### src/rtl/sort_sequencer_pkg.sv
// Shared types and helpers for the sort sequencer: FSM states, transposition phase,
// padding word and comparator pair steering.
package sort_sequencer_pkg;

    typedef enum logic [1:0] {StLoad, StSort, StDrain} state_e;

    typedef enum logic {PhaseEven, PhaseOdd} phase_e;

    // Unused slots hold the largest value so they settle at the top and are never drained.
    localparam logic [63:0] PadWord = '1;

    function automatic int unsigned pair_lo(phase_e phase, int unsigned i);
        return (phase == PhaseEven) ? 2 * i : 2 * i + 1;
    endfunction

    // In the odd phase the last comparator has no partner; it sees the top slot twice.
    function automatic int unsigned pair_hi(phase_e phase, int unsigned i, int unsigned n);
        if (phase == PhaseEven) begin
            return 2 * i + 1;
        end
        return (2 * i + 2 < n) ? 2 * i + 2 : 2 * i + 1;
    endfunction

endpackage

### src/rtl/sort_sequencer_if.sv
// Load/drain handshake bundle of the sort sequencer.
interface sort_sequencer_if #(
    parameter int unsigned W = 4
);
    logic         in_valid;
    logic [W-1:0] in_bits;
    logic         in_last;
    logic         in_ready;
    logic         have_output;
    logic [W-1:0] out_bits;
    logic         busy;

    modport master (
        output in_valid, in_bits, in_last,
        input  in_ready, have_output, out_bits, busy
    );

    modport slave (
        input  in_valid, in_bits, in_last,
        output in_ready, have_output, out_bits, busy
    );
endinterface

### src/rtl/cmp_swap.sv
// Unsigned compare-exchange cell: orders two elements and flags when they were out of order.
module cmp_swap #(
    parameter int unsigned W = 4
) (
    input  logic [W-1:0] a_i,
    input  logic [W-1:0] b_i,
    output logic [W-1:0] min_o,
    output logic [W-1:0] max_o,
    output logic         swapped_o
);
    always_comb begin
        swapped_o = a_i > b_i;
        min_o     = swapped_o ? b_i : a_i;
        max_o     = swapped_o ? a_i : b_i;
    end
endmodule

### src/rtl/sort_sequencer.sv
// Load / odd-even transposition sort / drain sequencer.
// Optional SORT_EARLY_EXIT_EN ends SORT after two consecutive swap-free phases.
module sort_sequencer
    import sort_sequencer_pkg::*;
#(
    parameter int unsigned N = 8,
    parameter int unsigned W = 4
) (
    input  logic            clk,
    input  logic            reset,
    sort_sequencer_if.slave bus
);
    localparam int unsigned Half = N / 2;
    localparam int unsigned CntW = $clog2(N + 1);
    localparam int unsigned IdxW = $clog2(N);

    state_e          state_q, state_d;
    phase_e          phase_q, phase_d;
    logic [CntW-1:0] cnt_q, cnt_d;
    logic [IdxW-1:0] step_q, step_d;
    logic [W-1:0]    slot_q [N];
    logic [W-1:0]    slot_d [N];

    logic [W-1:0]    cmp_a   [Half];
    logic [W-1:0]    cmp_b   [Half];
    logic [W-1:0]    cmp_min [Half];
    logic [W-1:0]    cmp_max [Half];
    logic [Half-1:0] cmp_swapped;
    logic            sort_done;

    always_comb begin
        for (int i = 0; i < int'(Half); i++) begin
            cmp_a[i] = slot_q[IdxW'(pair_lo(phase_q, i))];
            cmp_b[i] = slot_q[IdxW'(pair_hi(phase_q, i, N))];
        end
    end

    for (genvar g = 0; g < int'(Half); g++) begin : g_cmp
        cmp_swap #(.W(W)) u_cmp (
            .a_i       (cmp_a[g]),
            .b_i       (cmp_b[g]),
            .min_o     (cmp_min[g]),
            .max_o     (cmp_max[g]),
            .swapped_o (cmp_swapped[g])
        );
    end

`ifdef SORT_EARLY_EXIT_EN
    logic prev_clean_q, prev_clean_d;
    logic any_swap;

    // prev_clean_q is low on the first SORT cycle, so at least two phases always run.
    always_comb begin
        any_swap     = |cmp_swapped;
        prev_clean_d = (state_q == StSort) && !any_swap;
        sort_done    = (step_q == IdxW'(N - 1)) || (prev_clean_q && !any_swap);
    end

    always_ff @(posedge clk) begin
        if (reset) begin
            prev_clean_q <= 1'b0;
        end else begin
            prev_clean_q <= prev_clean_d;
        end
    end
`else
    logic unused_swapped;

    always_comb begin
        unused_swapped = ^cmp_swapped;
        sort_done      = step_q == IdxW'(N - 1);
    end
`endif

    always_comb begin
        state_d = state_q;
        phase_d = phase_q;
        cnt_d   = cnt_q;
        step_d  = step_q;
        slot_d  = slot_q;
        unique case (state_q)
            StLoad: begin
                if (bus.in_valid) begin
                    slot_d[cnt_q[IdxW-1:0]] = bus.in_bits;
                    cnt_d = cnt_q + 1'b1;
                    if (bus.in_last || cnt_d == CntW'(N)) begin
                        for (int i = 0; i < int'(N); i++) begin
                            if (i > int'(cnt_q)) begin
                                slot_d[i] = PadWord[W-1:0];
                            end
                        end
                        state_d = StSort;
                        phase_d = PhaseEven;
                        step_d  = '0;
                    end
                end
            end
            StSort: begin
                for (int i = 0; i < int'(Half); i++) begin
                    slot_d[IdxW'(pair_lo(phase_q, i))]    = cmp_min[i];
                    slot_d[IdxW'(pair_hi(phase_q, i, N))] = cmp_max[i];
                end
                phase_d = (phase_q == PhaseEven) ? PhaseOdd : PhaseEven;
                step_d  = step_q + 1'b1;
                if (sort_done) begin
                    state_d = StDrain;
                    step_d  = '0;
                end
            end
            StDrain: begin
                step_d = step_q + 1'b1;
                if (CntW'(step_q) + CntW'(1) == cnt_q) begin
                    state_d = StLoad;
                    cnt_d   = '0;
                    step_d  = '0;
                end
            end
            default: state_d = StLoad;
        endcase
    end

    always_comb begin
        bus.in_ready    = state_q == StLoad;
        bus.have_output = state_q == StDrain;
        bus.busy        = state_q != StLoad;
        bus.out_bits    = (state_q == StDrain) ? slot_q[step_q] : '0;
    end

    always_ff @(posedge clk) begin
        if (reset) begin
            state_q <= StLoad;
            phase_q <= PhaseEven;
            cnt_q   <= '0;
            step_q  <= '0;
            for (int i = 0; i < int'(N); i++) begin
                slot_q[i] <= '0;
            end
        end else begin
            state_q <= state_d;
            phase_q <= phase_d;
            cnt_q   <= cnt_d;
            step_q  <= step_d;
            for (int i = 0; i < int'(N); i++) begin
                slot_q[i] <= slot_d[i];
            end
        end
    end

endmodule
### src/flat_wrapper.sv
// flat-port wrapper written by rule: the top's interface ports become plain ports
module sort_sequencer_flat import sort_sequencer_pkg::*;
#(
    parameter int unsigned N = 8,
    parameter int unsigned W = 4
)
  (clk, reset, bus_in_valid, bus_in_bits, bus_in_last, bus_in_ready, bus_have_output, bus_out_bits, bus_busy);
  sort_sequencer_if #(.W(W)) bus_i ();
  input  logic clk;
  input  logic reset;
  input wire logic [$bits(bus_i.in_valid)-1:0] bus_in_valid;
  input wire logic [$bits(bus_i.in_bits)-1:0] bus_in_bits;
  input wire logic [$bits(bus_i.in_last)-1:0] bus_in_last;
  output wire logic [$bits(bus_i.in_ready)-1:0] bus_in_ready;
  output wire logic [$bits(bus_i.have_output)-1:0] bus_have_output;
  output wire logic [$bits(bus_i.out_bits)-1:0] bus_out_bits;
  output wire logic [$bits(bus_i.busy)-1:0] bus_busy;
  assign bus_i.in_valid = bus_in_valid;
  assign bus_i.in_bits = bus_in_bits;
  assign bus_i.in_last = bus_in_last;
  assign bus_in_ready = bus_i.in_ready;
  assign bus_have_output = bus_i.have_output;
  assign bus_out_bits = bus_i.out_bits;
  assign bus_busy = bus_i.busy;
  sort_sequencer #(.N(N), .W(W)) u_core (.clk(clk), .reset(reset), .bus(bus_i));
endmodule
### config.mk
export PLATFORM = sky130hd
export DESIGN_NAME = sort_sequencer_flat
export DESIGN_NICKNAME = d
export VERILOG_FILES = /design/src/rtl/sort_sequencer_pkg.sv /design/src/rtl/sort_sequencer_if.sv /design/src/rtl/cmp_swap.sv /design/src/rtl/sort_sequencer.sv /design/src/flat_wrapper.sv
export SDC_FILE = /design/constraint.sdc
export NUM_CORES = 1
export LEC_CHECK = 0
export ABC_AREA = 0
export CAP_MARGIN = 20
export CORE_UTILIZATION = 40
export CTS_CLUSTER_SIZE = 8
export DETAILED_ROUTE_END_ITERATION = 12
export PLACE_DENSITY = 0.55
export SLEW_MARGIN = 20
export SYNTH_ARGS = -nofsm -noshare
export SYNTH_HDL_FRONTEND = slang
export SYNTH_SLANG_ARGS = --single-unit
### constraint.sdc
create_clock -name clk -period 5.7 [get_ports clk]
set_input_delay 1.425 -clock clk [delete_from_list [all_inputs] [get_ports clk]]
set_output_delay 1.425 -clock clk [all_outputs]
set_load 0.01 [all_outputs]
# ---- Word-level counts from Yosys, hierarchy flattened
# Cells that the tools add are included.
dict set report classes {
  addsub 3
  order_cmp 33
  n_eq_ne 9
  n_mux 107
  n_bitwise 13
  n_reduce_logical 20
}
# operator n
set ops {}
lappend ops {{$bwmux W32} 9}
lappend ops {{$mux W4} 43}
lappend ops {{$demux W4 S3} 9}
lappend ops {{$bmux W4 S3} 8}
lappend ops {{$pmux W32 S2} 1}
lappend ops {{$ge A4 B4 Y1 const B} 13}
lappend ops {{$not A3 Y4} 12}
lappend ops {{$mux W3} 14}
lappend ops {{$lt A4 B1 Y1 const B} 9}
lappend ops {{$mux W32} 1}
lappend ops {{$mux W28} 1}
lappend ops {{$gt A3 B4 Y1 const A} 4}
lappend ops {{$gt A4 B4 Y1} 4}
lappend ops {{$mux W2} 8}
lappend ops {{$logic_and A1 B1 Y1} 9}
lappend ops {{$mux W1} 9}
lappend ops {{$pmux W3 S3} 1}
lappend ops {{$reduce_and A3 Y1} 3}
lappend ops {{$gt A2 B4 Y1 const A} 2}
lappend ops {{$pmux W4 S2} 1}
lappend ops {{$ne A2 B1 Y1 const B} 3}
lappend ops {{$pmux W2 S3} 1}
lappend ops {{$reduce_bool A2 Y1} 3}
lappend ops {{$add A3 B1 Y4 const B} 1}
lappend ops {{other kinds (16)} 16}
dict set report word_totals {
  reg_bits 42
  inputBits 8
  out_inout_bits 7
  wordCells 197
}

# ---- Longest topological paths before layout
dict set report depth {
  ltp_word 17
  ltp_mapped 13
  depth_no_buf 10
}

# ---- By module
# A second synthesis with hierarchy kept.
dict set report hier_totals {
  hier_cells 488
  area_unflattened_um2 4297.9
}
# module n_inst cells_per_inst area_each_um2 seq_area_each_um2
set modules_own_cells {}
lappend modules_own_cells {sort_sequencer 1 404 3477.1 840.8}
lappend modules_own_cells {cmp_swap 4 21 205.2 0.0}

# ---- Worst setup path after synthesis
# Ideal clock, no wire load.
dict set report synth_timing {
  kind {reg-to-output}
  from {register u_core.step_q[0]}
  to {output port bus_out_bits[1]}
  arrival_time_ps 1507
  required_time_ps 4275
  path_slack_ps 2768
  stages_incl_launch_ff 5
  n_path_buf 1
  path_cell_list {dfxtp_1 buf_1 mux4_1 mux2i_1 nor2b_1}
}
dict set report synth_between {
  elab_chain_len 5
}
# item line_no
set synth_rtl {}
lappend synth_rtl {{start: declaration} sort_sequencer.sv:20} ;# logic [IdxW-1:0] step_q, step_d;
lappend synth_rtl {{start signal: assignment} sort_sequencer.sv:142} ;# step_q <= step_d;
lappend synth_rtl {{$not A3 Y4 (not written as such)} sort_sequencer.sv:126} ;# bus.out_bits = (state_q == StDrain) ? slot_q[step_q] : '0;
lappend synth_rtl {{$bmux W4 S3} sort_sequencer.sv:126}
lappend synth_rtl {{$mux W4 (not written as such) (2 in a row)} sort_sequencer.sv:126}
lappend synth_rtl {{$mux W4} sort_sequencer.sv:126}
lappend synth_rtl {{end: declaration} flat_wrapper.sv:16} ;# output wire logic [$bits(bus_i.out_bits)-1:0] bus_out_bits;
# Every way passes these cells. The select of a mux whose other input is x is not followed.

# ---- Final worst setup path
dict set report layout_timing {
  from {register u_core.step_q[0]}
  to {output port bus_out_bits[3]}
}
# The elaborated chain is that of the path after synthesis.

==> out/metrics.yaml <==
critPathKind: "reg -> out"
fin_ws_ps: 1810
setup_viol: 0
finalMaxSlewViolations: 0
htreeDepth: 2
syn_area_mm2: 0.00408
synth_ff_type: "dfxtp_1"
syn_inst: 533
outcome: "finished clean"
fin_cells: 656
p_per_area_mw_per_mm2: 365
total_leakage_power_nw: 1.58
max_freq_ghz: 0.257
drt_iter0_drc: 277
hold_violations: 0
grt_pass1_vias: 3887
place_congestion: 0.822
synthDistinctLibCells: 66
die_width_um: 103
dp_hpwl_mm: 9.67
critPathRequiredTime_ps: 4280
cp.arrival_ps: 2460
die_h_um: 103
nNetsFinal: 555
viasPerCell: 6.31
finalPower_mw: 1.58
path_buf_inv: 1
hold_class: "reg -> reg"
final.period_utilization_pct: 68.2
grt_max_degree: 37
synthArstFlopShare_pct: 0
yosys.area.top_type: "dfxtp_1"
ioPinCount: 15
dieArea_mm2: 0.0106
synth_mux_area_share_pct: 10.7
tns_ps: 0
synth-seq-cells: 42
cts_root_buf: "clkbuf_8"
cts_tree: "done"
worstSkewPairLatency_ps: 290
rows: 36
cp-end-kind: "primary output"
drc: 0
start_kind: "flip-flop"
overflow: 0
cpLargestDelayFamily: "multiplexers"
crit_chain: "mux4_1 -> mux2i_1 -> nor2b_1 -> clkdlybuf4s50_1"
synth_common_cells: "nand2_1 (76), a21oi_1 (44), dfxtp_1 (42), o21ai_0 (42), nor2_1 (31)"
hold_buffers: 0
synth_top_cell_area_share_pct: 20.6
drive_gt1_share_pct: 5.16
antenna_found_initial: 0
grt_use_total_pct: 25.8
drv_cap: 0
synth_top_family_by_area: "compound AO/OA/AOI/OAI gates"
clk_pin_slew_worst_paths_ps: 80
syn_area_per_cell_um2: 7.65
yosys-top-cells-area: "dfxtp_1 (21%), ha_1 (7.4%), nand2_1 (7.0%)"
tightest_slew_ps: 1050
grt_pass1_wl_mm: 20.9
place_inst: 649
cts_buffers: 5
wl_mm: 13.1
seq_area_frac_synth_pct: 20.6
diodes: 0
drt-wirelength-per-cell_um: 20.0
drtAntennaViolNets: 0
synth-compound-area-share_pct: 33.1
final_util_pct: 44.0
synth-simple-area-share_pct: 21.0
io_buffers: 14
syn_nets: 565
clkSinkCount: 42
cp_max_fo: 13
synth_xor_area_share_pct: 0.859
vias: 4140
critical_path.max_stage_delay_ps: 760
initial_utilization_pct: 41.5
first_pass_iters: 5
cts_max_path_buffers: 2
ctsResizeCount: 0
skew_ps: 6.73
yosys_warnings: 0
yosysMostFrequentCell: "nand2_1"
rsz0062_at_grt: "no"
dp_slack_ps: 1870
synth_edf_count: 0
slew_headroom_pct: 30.1
max-vdd-ir-drop_mv: 0.201
crit_path_top_delay_cell: "dfxtp_1"
area.growth.synth_to_final_pct: 6.04
min_period_ps: 3890
core-area_mm2: 0.00982
synthAdderAreaFrac_pct: 7.36
post_cts_buffers: 0
==> report_power, final <==
group          total [mW]  switching (mW)  leakage [nW]  internal, mW
clock               0.188           0.103        0.0383        0.0846
combinational       0.933           0.582          1.20         0.351
sequential          0.459           0.106         0.344         0.353
total                1.58           0.791          1.58         0.789
==> state kept, by name, summed over array words and instances (netlist names) <==
register,flops
u_core.cnt_q,4
u_core.state_q,2
u_core.slot_q,32
u_core.step_q,3
u_core.phase_q,1
==> worst reg2reg max path: stages (launching register included) <==
cell and delay, ps:
dfxtp_1 310, buf_4 240, inv_1 660, a21boi_0 280, ha_1 360, nor2b_1 130
o211ai_1 130, a21boi_1 820, and2_1 250, o221ai_1 130
==> per-stage QoR <==
stage / area [µm²] / hold WS (ps)
5_1_grt: 4330 / 576
3_3_place_gp: 4250 / 547
4_1_cts: 4330 / 554
6_report: 4330 / 562
3_5_place_dp: 4250 / 542
2_1_floorplan: 4080 / 484
==> layer usage <==
layer	up-vias	track usage, %	part of all wire [%]
li1	1990	-	-
met1	1998	34.5	46
met2	135	42.7	46
met3	17	4.14	5.7
met4	0	7.69	1.8
met5	-	0	0
==> layout make-up <==
cell class                      instances  area (µm²)
Clock buffer                            7        76.3
Multi-Input combinational cell        432        2980
Inverter                               23        86.3
Fill cell                            1033        5490
Sequential cell                        42         841
Tap cell                              133         166
Timing Repair Buffer                   19         178
==> cells by family (layout without fill, tap and decap cells) <==
group,Yosys count,in the layout
AO/OA/AOI/OAI,200,200
AND/OR/NAND/NOR,174,174
buffers and inverters,59,49
flip-flops,42,42
multiplexers,30,30
adder cells (fa/ha/maj),24,24
XOR/XNOR,4,4
==> cell usage in the layout, fill, tap and decap left out, types with 4 or more instances in the layout <==
cell and n:
nand2_1 76, a21oi_1 44, o21ai_0 42, dfxtp_1 42, nor2_1 31, ha_1 24
inv_1 22, mux2i_1 17, a211oi_1 16, o221ai_1 14, clkdlybuf4s50_1 14, o211ai_1 13
nor2b_1 10, a21boi_0 9, a21o_1 9, mux4_1 8, nor3b_1 7, nand3_1 7
o31ai_1 7, nand2b_1 6, mux2_2 5, nand4_1 5, and3_1 5, o22ai_1 5
a31oi_1 5, clkbuf_8 5, buf_4 5, o21a_1 4, a31o_2 4, o2bb2ai_1 4
a22oi_1 4
==> path summary, 6_finish.rpt <==
path / end / from / cells after the start / slack (ps)
worst max-delay path: bus_out_bits[3] / u_core.step_q[0] / 4 / 1810
worst min-delay path: u_core.state_q[1] / u_core.state_q[1] / 2 / 560
worst max register to register: u_core.slot_q[23] / u_core.phase_q / 9 / 2230
worst min register to register: u_core.state_q[1] / u_core.state_q[1] / 2 / 560
No activity file was read; power rests on OpenSTA's default activity.
